File: src/rtl/mem_pkg.sv
// Shared types and constants for the MEM pipeline stage: FSM states,
// load/store funct3 size codes and the write-back select value for loads.
package mem_pkg;

    typedef enum logic {
        IDLE = 1'b0,
        WAIT = 1'b1
    } mem_state_t;

    localparam logic [2:0] LS_B    = 3'b000;
    localparam logic [2:0] LS_H    = 3'b001;
    localparam logic [2:0] LS_W    = 3'b010;
    localparam logic [2:0] LS_BU   = 3'b100;
    localparam logic [2:0] LS_HU   = 3'b101;

    localparam logic [2:0] WB_LOAD = 3'b001;

endpackage

File: src/rtl/load_align.sv
// Selects the addressed byte/half lane of a data-memory word and
// sign- or zero-extends it according to the load funct3.
module load_align
    import mem_pkg::*;
(
    input  logic [31:0] rdata,
    input  logic [1:0]  addr_lo,
    input  logic [2:0]  strb,
    output logic [31:0] data
);

    logic [7:0]  lane_byte;
    logic [15:0] lane_half;

    always_comb begin
        lane_byte = rdata[7:0];
        case (addr_lo)
            2'd1:    lane_byte = rdata[15:8];
            2'd2:    lane_byte = rdata[23:16];
            2'd3:    lane_byte = rdata[31:24];
            default: lane_byte = rdata[7:0];
        endcase
        lane_half = addr_lo[1] ? rdata[31:16] : rdata[15:0];

        data = rdata;
        case (strb)
            LS_B:    data = {{24{lane_byte[7]}}, lane_byte};
            LS_BU:   data = {24'h000000, lane_byte};
            LS_H:    data = {{16{lane_half[15]}}, lane_half};
            LS_HU:   data = {16'h0000, lane_half};
            default: data = rdata;
        endcase
    end

endmodule

File: src/rtl/mem_stage.sv
// MEM stage of the RV32I pipeline: req/ack data-memory access, byte lanes, load extension, MEM/WB register.
// Optional MEM_TIMEOUT_EN: a WAIT lasting MAX_WAIT cycles without ack is abandoned and flagged in err_MEM.
module mem_stage
    import mem_pkg::*;
#(
    parameter int unsigned MAX_WAIT = 16,
    parameter int unsigned ADDR_W   = 32
) (
    input  logic              clk,
    input  logic              rst,
    input  logic              regwrite_EX,
    input  logic              datawe_EX,
    input  logic [2:0]        wbsel_EX,
    input  logic [2:0]        strb_EX,
    input  logic [4:0]        rd_EX,
    input  logic [31:0]       aluout_EX,
    input  logic [31:0]       rdata2_EX,
    input  logic [31:0]       immext_EX,
    input  logic [31:0]       pcimmaui_EX,
    input  logic [31:0]       pcnext_EX,
    output logic              dmem_req,
    output logic              dmem_we,
    output logic [ADDR_W-1:0] dmem_addr,
    output logic [31:0]       dmem_wdata,
    output logic [3:0]        dmem_be,
    input  logic [31:0]       dmem_rdata,
    input  logic              dmem_ack,
    output logic              stall_MEM,
    output logic              regwrite_MEM,
    output logic [2:0]        wbsel_MEM,
    output logic [4:0]        rd_MEM,
    output logic [31:0]       aluout_MEM,
    output logic [31:0]       rdata_MEM,
    output logic [31:0]       immext_MEM,
    output logic [31:0]       pcimmaui_MEM,
    output logic [31:0]       pcnext_MEM,
    output logic              err_MEM
);

    if (MAX_WAIT < 2) begin : g_max_wait_check
        $error("mem_stage: MAX_WAIT must be at least 2");
    end

    mem_state_t  state, state_next;
    logic        is_load, memop, misalign, access;
    logic        complete, timeout, err_now;
    logic [31:0] load_data;

    assign is_load  = (wbsel_EX == WB_LOAD);
    assign memop    = datawe_EX | is_load;
    assign misalign = (((strb_EX == LS_H) || (strb_EX == LS_HU)) && aluout_EX[0])
                    || ((strb_EX == LS_W) && (aluout_EX[1:0] != 2'b00));
    assign access   = memop & ~misalign;

`ifdef MEM_TIMEOUT_EN
    localparam int unsigned CNT_W = $clog2(MAX_WAIT + 1);
    logic [CNT_W-1:0] wait_count;

    assign timeout = (state == WAIT) && (wait_count == CNT_W'(MAX_WAIT));

    // Counts cycles spent in WAIT; preloaded to 1 so it equals the WAIT cycle index.
    always_ff @(posedge clk) begin
        if (rst)
            wait_count <= '0;
        else if (state == IDLE)
            wait_count <= CNT_W'(1);
        else
            wait_count <= wait_count + CNT_W'(1);
    end
`else
    assign timeout = 1'b0;
`endif

    always_ff @(posedge clk) begin
        if (rst)
            state <= IDLE;
        else
            state <= state_next;
    end

    // Timeout wins over a coincident ack so dmem_req never depends on dmem_ack.
    always_comb begin
        state_next = state;
        dmem_req   = 1'b0;
        complete   = 1'b0;
        case (state)
            IDLE: begin
                dmem_req = access;
                complete = access & dmem_ack;
                if (access && !dmem_ack)
                    state_next = WAIT;
            end
            WAIT: begin
                dmem_req = ~timeout;
                complete = timeout | dmem_ack;
                if (timeout || dmem_ack)
                    state_next = IDLE;
            end
            default: state_next = IDLE;
        endcase
    end

    assign stall_MEM = access & ~complete;
    assign dmem_we   = dmem_req & datawe_EX;
    assign dmem_addr = {aluout_EX[ADDR_W-1:2], 2'b00};

    always_comb begin
        dmem_be    = 4'b1111;
        dmem_wdata = rdata2_EX;
        case (strb_EX)
            LS_B, LS_BU: begin
                dmem_be    = 4'b0001 << aluout_EX[1:0];
                dmem_wdata = {4{rdata2_EX[7:0]}};
            end
            LS_H, LS_HU: begin
                dmem_be    = 4'b0011 << {aluout_EX[1], 1'b0};
                dmem_wdata = {2{rdata2_EX[15:0]}};
            end
            default: begin
                dmem_be    = 4'b1111;
                dmem_wdata = rdata2_EX;
            end
        endcase
        if (!access)
            dmem_be = 4'b0000;
    end

    load_align u_load_align (
        .rdata   (dmem_rdata),
        .addr_lo (aluout_EX[1:0]),
        .strb    (strb_EX),
        .data    (load_data)
    );

    assign err_now = (memop & misalign) | timeout;

    // A stalled cycle sends a bubble to WB; erroring instructions never write the register file.
    always_ff @(posedge clk) begin
        if (rst) begin
            regwrite_MEM <= 1'b0;
            wbsel_MEM    <= '0;
            rd_MEM       <= '0;
            aluout_MEM   <= '0;
            rdata_MEM    <= '0;
            immext_MEM   <= '0;
            pcimmaui_MEM <= '0;
            pcnext_MEM   <= '0;
            err_MEM      <= 1'b0;
        end else if (stall_MEM) begin
            regwrite_MEM <= 1'b0;
            wbsel_MEM    <= '0;
            rd_MEM       <= '0;
            err_MEM      <= 1'b0;
        end else begin
            regwrite_MEM <= regwrite_EX & ~err_now;
            wbsel_MEM    <= wbsel_EX;
            rd_MEM       <= rd_EX;
            aluout_MEM   <= aluout_EX;
            rdata_MEM    <= (is_load && !err_now) ? load_data : 32'h0;
            immext_MEM   <= immext_EX;
            pcimmaui_MEM <= pcimmaui_EX;
            pcnext_MEM   <= pcnext_EX;
            err_MEM      <= err_now;
        end
    end

endmodule

File: config.mk
export PLATFORM = sky130hd
export DESIGN_NAME = mem_stage
export DESIGN_NICKNAME = d
export VERILOG_FILES = /design/src/rtl/mem_pkg.sv /design/src/rtl/load_align.sv /design/src/rtl/mem_stage.sv
export SDC_FILE = /design/constraint.sdc
export NUM_CORES = 1
export LEC_CHECK = 0
export ABC_CLOCK_PERIOD_IN_PS = 2100
export BUFFER_PORTS_ARGS = -buffer_cell sky130_fd_sc_hd__buf_2
export CORE_AREA = 2 2 174 176
export CTS_CLUSTER_DIAMETER = 100
export CTS_CLUSTER_SIZE = 24
export DETAILED_ROUTE_END_ITERATION = 10
export DIE_AREA = 0 0 176 178
export GPL_ROUTABILITY_DRIVEN = 0
export PLACE_DENSITY_LB_ADDON = 0.05
export SYNTH_ARGS = -nofsm -noshare
export SYNTH_HDL_FRONTEND = slang
export SYNTH_SLANG_ARGS = --single-unit
export TNS_END_PERCENT = 1
File: constraint.sdc
create_clock -name clk -period 2.1 [get_ports clk]
set_clock_uncertainty 0.05 [all_clocks]
set_input_delay 0.21 -clock clk [delete_from_list [all_inputs] [get_ports clk]]
set_output_delay 0.21 -clock clk [all_outputs]
set_load 0.005 [all_outputs]
==> impl_metrics.prom, run 1 <==
# TYPE chip_impl_metric gauge
chip_impl_metric{name="time_the_worst_path_needs_with_i_o_delays_and_setup",unit="ps"} 1880
chip_impl_metric{name="highest_clock_rate",unit="MHz"} 533
chip_impl_info{name="cts.root.buffer_cell",value="sky130_fd_sc_hd__clkbuf_16"} 1
chip_impl_metric{name="path_max_fanout",unit=""} 16
chip_impl_metric{name="routed_wl_per_cell",unit="microns"} 16.5
chip_impl_metric{name="place.port_buffers",unit=""} 446
chip_impl_metric{name="cts.clk_slew.worst_paths",unit="ps"} 60
chip_impl_info{name="critical_path.slowest_cell",value="sky130_fd_sc_hd__nor3_2"} 1
chip_impl_metric{name="layout.nets",unit=""} 1579
chip_impl_metric{name="clock_latency",unit="ps"} 420
chip_impl_metric{name="pin_count_of_the_biggest_net_entering_global_routing",unit=""} 262
chip_impl_metric{name="count_of_final_max_slew_check_failures",unit=""} 0
chip_impl_metric{name="detail_route.drc_violations",unit=""} 0
chip_impl_metric{name="clkSinkCount",unit=""} 171
chip_impl_metric{name="synth_warnings",unit=""} 0
chip_impl_metric{name="synth_seq_cells",unit=""} 171
chip_impl_metric{name="numCtsBuffers",unit=""} 17
chip_impl_metric{name="fp.coreArea",unit="sq um"} 29400
chip_impl_metric{name="pin_count",unit=""} 449
chip_impl_metric{name="power_leakage",unit="nW"} 5.80
chip_impl_metric{name="regArea",unit="sq um"} 3420
chip_impl_info{name="worstSetupEndpointType",value="flop"} 1
chip_impl_metric{name="yosysSeqAreaShare",unit="%"} 39.8
chip_impl_info{name="start_to_end_type_of_the_worst_setup_path",value="in -> reg"} 1
chip_impl_metric{name="synth_edf_count",unit=""} 0
chip_impl_info{name="grt_setup_unrepaired",value="false"} 1
chip_impl_metric{name="first_pass_iters",unit=""} 5
chip_impl_metric{name="htree_levels",unit=""} 4
chip_impl_metric{name="number_of_global_route_vias_before_repair",unit=""} 7802
chip_impl_metric{name="finalHoldViolations",unit=""} 0
chip_impl_info{name="worst_path_dominant_cell_family",value="simple AND/OR/NAND/NOR gates"} 1
chip_impl_metric{name="ctsLongestPathBuffers",unit=""} 2
chip_impl_metric{name="design.die.area",unit="sq um"} 31300
chip_impl_metric{name="final_antenna_net_count",unit=""} 0
chip_impl_metric{name="drive_gt1_share",unit="%"} 38.2
chip_impl_metric{name="antenna_found_initial",unit=""} 4
chip_impl_metric{name="totalNegativeSetupSlack",unit="ps"} 0
chip_impl_metric{name="placementRows",unit=""} 63
chip_impl_metric{name="tightest_slew_margin_relative_to_the_limit",unit="%"} 32.9
chip_impl_metric{name="postRouteWirelength",unit="microns"} 29300
chip_impl_metric{name="power-per-cell-area",unit="nW/um^2"} 655
chip_impl_metric{name="timing.critical_path.slowest_cell_delay",unit="ps"} 760
chip_impl_info{name="synth_ff_type",value="sky130_fd_sc_hd__dfxtp_1"} 1
chip_impl_metric{name="worst_tran_pin_value",unit="ps"} 1000
chip_impl_metric{name="gr_overflow_total",unit=""} 0
chip_impl_metric{name="multi_input_comb_area",unit="sq um"} 4490
chip_impl_metric{name="cp.required",unit="ps"} 2410
chip_impl_metric{name="power.ir.vdd_worst",unit="V"} 0.000505
chip_impl_metric{name="post_synth_inst_count",unit=""} 867
chip_impl_info{name="outcome",value="finished clean"} 1
chip_impl_metric{name="area_growth_syn_to_layout",unit="%"} 48.3
chip_impl_metric{name="synth.lib_cells_used.distinct",unit=""} 45
chip_impl_metric{name="vias_per_cell",unit=""} 4.44
chip_impl_metric{name="initial_core_utilization",unit="%"} 29.3
chip_impl_metric{name="fillerInstances",unit=""} 3020
chip_impl_info{name="layout.cells.most_common_list",value="sky130_fd_sc_hd__buf_2, sky130_fd_sc_hd__nand2b_1, sky130_fd_sc_hd__dfxtp_1"} 1
chip_impl_metric{name="grt_pass1_wl",unit="microns"} 43600
chip_impl_info{name="mostFrequentLayoutCell",value="sky130_fd_sc_hd__buf_2"} 1
chip_impl_metric{name="initialDrtViolationCount",unit=""} 352
chip_impl_metric{name="report.power.total",unit="mW"} 8.36
chip_impl_metric{name="timing.critical_path.arrival",unit="ps"} 2190
chip_impl_metric{name="synthesis.area_per_instance",unit="sq um"} 9.93
chip_impl_info{name="holdCritPathClass",value="in -> reg"} 1
chip_impl_metric{name="die_height",unit="microns"} 178
chip_impl_metric{name="async_flop_share",unit="%"} 0
chip_impl_info{name="cts_tree",value="yes"} 1
chip_impl_metric{name="setup_viol",unit=""} 0
chip_impl_metric{name="global_route.usage.total",unit="%"} 18.0
chip_impl_metric{name="layout_worst_path_cycle_share",unit="%"} 89.3
chip_impl_metric{name="netlist_area",unit="sq um"} 8610
chip_impl_info{name="cp-start-kind",value="primary input"} 1
chip_impl_metric{name="cp_num_buf_inv",unit=""} 2
chip_impl_metric{name="max-cap-violations",unit=""} 0
chip_impl_info{name="path_cells",value="dlygate4sd3_1 > buf_6 > nor2b_1 > nand2_1 > nor3_2 > a22o_1"} 1
chip_impl_metric{name="chipWidth",unit="microns"} 176
chip_impl_metric{name="number_of_vias_in_the_routed_layout",unit=""} 7880
chip_impl_metric{name="hpwl",unit="microns"} 21500
==> per-layer routing <==
layer | routed length [microns] | GRT usage (%) | part of all wire [%] | vias to the layer above
li1 | - | - | - | 3909
met1 | 12200 | 21.0 | 42 | 3634
met2 | 14800 | 32.3 | 50 | 306
met3 | 1790 | 4.37 | 6.1 | 29
met4 | 516 | 5.75 | 1.8 | 2
met5 | 13 | 0 | 0.044 | -
==> stage by stage <==
stage	worst slack (ps)	utilization [%]	cell area [sq um]	instances	hold WS [ps]
after global placement	137	37.1	10900	1616	394
after CTS	191	43.4	12800	1774	0.111
final	225	43.4	12800	1776	19.2
after detailed placement	110	37.1	10900	1616	397
after global routing	54.9	43.4	12800	1776	2.05
after floorplan	551	-	8610	868	236
==> worst register-to-register path, cell delays in order (launching register included) <==
cell,delay [ps]
sky130_fd_sc_hd__dfxtp_1,310
sky130_fd_sc_hd__o21bai_1,170
sky130_fd_sc_hd__nor3b_1,150
==> Yosys cell counts, drive strengths merged, types with 2 or more instances <==
library cell / number / area share, %
o21a: 2 / 0.17
nor3b: 12 / 1.0
a221oi: 8 / 1.4
dfxtp: 171 / 40
nor3: 4 / 0.35
a21oi: 12 / 0.70
a22o: 17 / 1.7
o2bb2ai: 8 / 0.81
o32ai: 7 / 0.71
o21ai: 12 / 0.70
mux2: 18 / 2.4
nor2b: 12 / 0.87
nand2: 9 / 0.39
clkbuf: 38 / 1.7
a32o: 7 / 0.81
mux2i: 136 / 16
and3: 2 / 0.15
buf: 70 / 6.4
nor2: 7 / 0.33
o21bai: 2 / 0.17
a2bb2oi: 7 / 0.71
nand2b: 281 / 20
nand3: 2 / 0.17
nand4bb: 2 / 0.26
a21o: 7 / 0.61
==> power by group <==
group	leakage [nW]	total (mW)	internal (mW)	switching [mW]
logic	4.12	1.63	0.896	0.732
clock network	0.270	3.20	1.82	1.37
registers	1.41	3.54	3.44	0.0914
==> area by class of cell <==
cell class	count	area share, %
repair buffers	592	29.5
clock buffers	23	3.67
clock inverters	9	0.883
diodes	2	0.0392
multi-input cells	587	35.2
flip-flops and latches	171	26.8
inverters	2	0.0588
well taps	390	3.82
==> cells by family after synthesis <==
family                 after synthesis  synth area share (%)
buffers and inverters              110                  8.14
other                                1                0.0436
AOI/OAI and AO/OA                   95                  9.12
muxes                              155                  18.4
DFF                                171                  39.8
and+or+nand+nor                    335                  24.5
==> sequential cells by signal, indices dropped and copies added (netlist names) <==
name,count
rd_MEM,5
pcimmaui_MEM,32
aluout_MEM,32
err_MEM,1
pcnext_MEM,32
regwrite_MEM,1
wbsel_MEM,3
state,1
immext_MEM,32
rdata_MEM,32
==> path summary, 6_finish.rpt <==
kind	start	endpoint	slack, ps	cells past startpoint
worst max-delay path	rst	rdata_MEM[18]	220	6
worst min-delay path	immext_EX[17]	immext_MEM[17]	20	3
worst max register to register	state	state	1320	2
worst min register to register	rdata_MEM[7]	rdata_MEM[7]	410	1
==> what timing repair did <==
| action | CTS | global route |
|---|---|---|
| hold buffers | 126 | 0 |
| buffers inserted | 0 | 0 |
| endpoints found under the hold margin | 127 | 0 |
| gates resized for setup | 0 | 0 |
No activity file was read; power rests on OpenSTA's default activity.
==> run 2, diff against run 1 <==
ABC_AREA = 1   (was not set)
CORE_AREA = 2 2 176 178   (was 2 2 174 176)
DIE_AREA = 0 0 178 180   (was 0 0 176 178)
==> run 2 against run 1 <==
Effect of this change:
- largest power group unchanged
- clock power decreased by 3%
- highest routed layer unchanged
- core utilization down 5.4 points
- worst setup slack worse by 150 ps
- synthesized area fell by 18%
- sequential power barely moved
- largest cell class is now buffers
- critical path depth grew 1
- flip-flop and latch count is the same
==> impl_metrics.prom, run 2 <==
# TYPE chip_impl_metric gauge
chip_impl_metric{name="count_of_final_max_slew_check_failures",unit=""} 0
chip_impl_metric{name="fp.coreArea",unit="sq um"} 30200
chip_impl_info{name="synth_ff_type",value="sky130_fd_sc_hd__dfxtp_1"} 1
chip_impl_metric{name="multi_input_comb_area",unit="sq um"} 2940
chip_impl_info{name="mostFrequentLayoutCell",value="sky130_fd_sc_hd__nand2_1"} 1
chip_impl_metric{name="pin_count",unit=""} 449
chip_impl_metric{name="postRouteWirelength",unit="microns"} 28300
chip_impl_metric{name="time_the_worst_path_needs_with_i_o_delays_and_setup",unit="ps"} 2030
chip_impl_info{name="worstReg2RegStart",value="state"} 1
chip_impl_metric{name="design.die.area",unit="sq um"} 32000
chip_impl_metric{name="initialDrtViolationCount",unit=""} 362
chip_impl_metric{name="initial_core_utilization",unit="%"} 23.5
chip_impl_info{name="synth.top_cells.by_area",value="sky130_fd_sc_hd__dfxtp_1, sky130_fd_sc_hd__nand2_1, sky130_fd_sc_hd__buf_4, sky130_fd_sc_hd__nand3_1, sky130_fd_sc_hd__a21oi_1"} 1
chip_impl_metric{name="synth_seq_cells",unit=""} 171
chip_impl_metric{name="regArea",unit="sq um"} 3420
chip_impl_metric{name="timing.critical_path.arrival",unit="ps"} 1770
chip_impl_metric{name="vias_per_cell",unit=""} 4.12
chip_impl_info{name="layout.cells.most_common_list",value="sky130_fd_sc_hd__nand2_1, sky130_fd_sc_hd__buf_2, sky130_fd_sc_hd__dfxtp_1"} 1
chip_impl_metric{name="netlist_area",unit="sq um"} 7090
chip_impl_metric{name="clkSinkCount",unit=""} 171
chip_impl_info{name="synth_top_family_by_area",value="simple AND/OR/NAND/NOR gates"} 1
chip_impl_metric{name="cp.required",unit="ps"} 1840
chip_impl_info{name="synth.largest_area_cell",value="sky130_fd_sc_hd__dfxtp_1"} 1
chip_impl_metric{name="synth.mux.area_fraction",unit="%"} 0
chip_impl_metric{name="grt_pass1_wl",unit="microns"} 42700
chip_impl_metric{name="htree_levels",unit=""} 4
chip_impl_info{name="holdCritPathClass",value="in -> reg"} 1
chip_impl_metric{name="final.setup.worst_slack",unit="ps"} 73.5
chip_impl_metric{name="place.port_buffers",unit=""} 446
chip_impl_metric{name="placementRows",unit=""} 64
chip_impl_info{name="grt_setup_unrepaired",value="true"} 1
chip_impl_metric{name="cts.clk_slew.worst_paths",unit="ps"} 70
chip_impl_metric{name="post_synth_inst_count",unit=""} 1016
chip_impl_metric{name="finalHoldViolations",unit=""} 0
chip_impl_metric{name="final_antenna_net_count",unit=""} 0
chip_impl_metric{name="async_flop_share",unit="%"} 0
chip_impl_metric{name="highest_clock_rate",unit="MHz"} 493
chip_impl_metric{name="antenna_found_initial",unit=""} 3
chip_impl_metric{name="path_max_fanout",unit=""} 7
chip_impl_info{name="r2r_end",value="state"} 1
chip_impl_metric{name="layout_worst_path_cycle_share",unit="%"} 96.5
chip_impl_metric{name="gr_overflow_total",unit=""} 0
chip_impl_metric{name="hpwl",unit="microns"} 21000
chip_impl_metric{name="synth-simple-area-share",unit="%"} 35.4
chip_impl_metric{name="power_leakage",unit="nW"} 6.29
chip_impl_metric{name="global_route.usage.total",unit="%"} 17.0
chip_impl_info{name="capture_endpoint_of_the_worst_hold_path",value="state"} 1
chip_impl_info{name="worstSetupEndpointType",value="output port"} 1
chip_impl_info{name="start_to_end_type_of_the_worst_setup_path",value="in -> out"} 1
chip_impl_metric{name="yosysSeqAreaShare",unit="%"} 48.3
chip_impl_metric{name="regToRegSetupSlack",unit="ps"} 1380
chip_impl_metric{name="hold_path_depth",unit=""} 2
chip_impl_metric{name="reg2regPathDepth",unit=""} 4
chip_impl_metric{name="synth_compound_area_share",unit="%"} 5.84
chip_impl_metric{name="synth_top_cell_area_share",unit="%"} 48.3
chip_impl_info{name="cts_tree",value="yes"} 1
chip_impl_metric{name="fin_worst_hold_slack",unit="ps"} 56.3
chip_impl_metric{name="layout.nets",unit=""} 1762
chip_impl_metric{name="fillerInstances",unit=""} 3276
chip_impl_metric{name="post-cts-setup-buffers",unit=""} 0
chip_impl_metric{name="report.power.total",unit="mW"} 8.00
chip_impl_metric{name="max-cap-violations",unit=""} 0
chip_impl_info{name="outcome",value="finished clean"} 1
chip_impl_metric{name="numCtsBuffers",unit=""} 17
chip_impl_metric{name="xor_xnor_share_of_the_synthesized_area",unit="%"} 0
chip_impl_metric{name="chipWidth",unit="microns"} 178
chip_impl_metric{name="clock_latency",unit="ps"} 420
chip_impl_metric{name="synth_warnings",unit=""} 0
chip_impl_metric{name="synth_edf_count",unit=""} 0
chip_impl_metric{name="number_of_global_route_vias_before_repair",unit=""} 7759
chip_impl_metric{name="routed_wl_per_cell",unit="microns"} 14.4
chip_impl_metric{name="first_pass_iters",unit=""} 5
chip_impl_metric{name="dpl_worst_slack",unit="ps"} 133
chip_impl_metric{name="number_of_vias_in_the_routed_layout",unit=""} 8101
chip_impl_metric{name="totalNegativeSetupSlack",unit="ps"} 0
chip_impl_info{name="yosys.cell_count.top_type",value="sky130_fd_sc_hd__nand2_1"} 1
chip_impl_metric{name="pin_count_of_the_biggest_net_entering_global_routing",unit=""} 47
chip_impl_metric{name="drive_gt1_share",unit="%"} 33.3
chip_impl_metric{name="dp_cells",unit=""} 1795
chip_impl_info{name="holdCritStartpoint",value="rst"} 1
chip_impl_metric{name="adder_and_majority_cell_fraction_of_the_synthesized_area",unit="%"} 0
chip_impl_info{name="synthTopCellsByCount",value="sky130_fd_sc_hd__nand2_1, sky130_fd_sc_hd__dfxtp_1, sky130_fd_sc_hd__buf_4"} 1
chip_impl_metric{name="power-per-cell-area",unit="nW/um^2"} 698
chip_impl_metric{name="detail_route.drc_violations",unit=""} 0
chip_impl_info{name="cts.root.buffer_cell",value="sky130_fd_sc_hd__clkbuf_16"} 1
chip_impl_metric{name="power.ir.vdd_worst",unit="V"} 0.000526
chip_impl_metric{name="setup_viol",unit=""} 0
chip_impl_metric{name="area_growth_syn_to_layout",unit="%"} 61.9
chip_impl_metric{name="synth.lib_cells_used.distinct",unit=""} 25
chip_impl_metric{name="die_height",unit="microns"} 180
chip_impl_metric{name="ctsLongestPathBuffers",unit=""} 2
chip_impl_info{name="cp-start-kind",value="primary input"} 1
chip_impl_metric{name="finalNonFillerCells",unit=""} 1964
chip_impl_metric{name="synthesis.area_per_instance",unit="sq um"} 6.98
[run 2: cell count changes after synthesis, moves of 13 or more]
cell                       change
sky130_fd_sc_hd__mux2_2       -18
sky130_fd_sc_hd__buf_2        +14
sky130_fd_sc_hd__mux2i_1     -136
sky130_fd_sc_hd__o211ai_1     +14
sky130_fd_sc_hd__nand3_1      +37
sky130_fd_sc_hd__buf_6        -15
sky130_fd_sc_hd__nand2_1     +533
sky130_fd_sc_hd__nor2_1       +29
sky130_fd_sc_hd__inv_1        +43
sky130_fd_sc_hd__nand2b_1    -281
sky130_fd_sc_hd__clkbuf_1     -29
sky130_fd_sc_hd__a22o_1       -17
sky130_fd_sc_hd__o21ai_0      +13
sky130_fd_sc_hd__a21oi_1      +22
[run 2: critical path, cell delays in order]
cell	delay, ps
sky130_fd_sc_hd__dlygate4sd3_1	540
sky130_fd_sc_hd__buf_2	130
sky130_fd_sc_hd__nand3_1	110
sky130_fd_sc_hd__nand2_1	150
sky130_fd_sc_hd__nand4_4	150
sky130_fd_sc_hd__clkinv_1	250
sky130_fd_sc_hd__buf_2	220
[run 2: worst max path at each step]
stage	start	endpoint	slack (ps)	cells past startpoint
2_1_floorplan	aluout_EX[1]	rdata_MEM[22]	550	9
3_3_place_gp	strb_EX[1]	rdata_MEM[16]	230	9
3_5_place_dp	strb_EX[1]	rdata_MEM[16]	130	9
4_1_cts	wbsel_EX[0]	dmem_be[0]	4	7
5_1_grt	wbsel_EX[0]	stall_MEM	-3	7
6_report	wbsel_EX[0]	stall_MEM	70	7
[run 2: cell type report]
cell class,instances,area share (%)
well taps,396,4.32
diodes,1,0.0218
clock buffers,21,4.01
flip-flops and latches,171,29.8
multi-input cells,711,25.7
repair buffers,604,33.5
clock inverters,11,0.981
inverters,49,1.66
[run 2: cells by family (layout without fill, tap and decap cells)]
kind of cell,Yosys count,after routing
and+or+nand+nor,634,634
DFF,171,171
AOI/OAI and AO/OA,75,75
buffers and inverters,135,685
other,1,3
[run 2: per-stage QoR]
stage | util, % | instance area [sq um]
2_1_floorplan | - | 7090
3_3_place_gp | 31.5 | 9520
3_5_place_dp | 31.5 | 9520
4_1_cts | 38.0 | 11500
5_1_grt | 38.0 | 11500
6_report | 38.0 | 11500
[run 2: power by group]
part           total [mW]  switching (mW)  internal [mW]
clock                3.12            1.40           1.72
combinational        1.36           0.688          0.673
sequential           3.53          0.0851           3.44
total                8.00            2.17           5.83
[run 2: layer usage]
layer	track usage [%]	wire length [microns]	part of all wire, %	up-vias
li1	-	-	-	4162
met2	29.1	13400	47	286
met4	4.95	482	1.7	2
met1	20.7	12200	43	3617
met5	0	13	0.046	-
met3	4.63	2180	7.7	34
[run 2: what timing repair did]
item	4_1_cts	5_1_grt
endpoints found under the setup margin	0	2
gates resized for setup	0	3
hold buffers	136	0
hold endpoints to repair	136	0
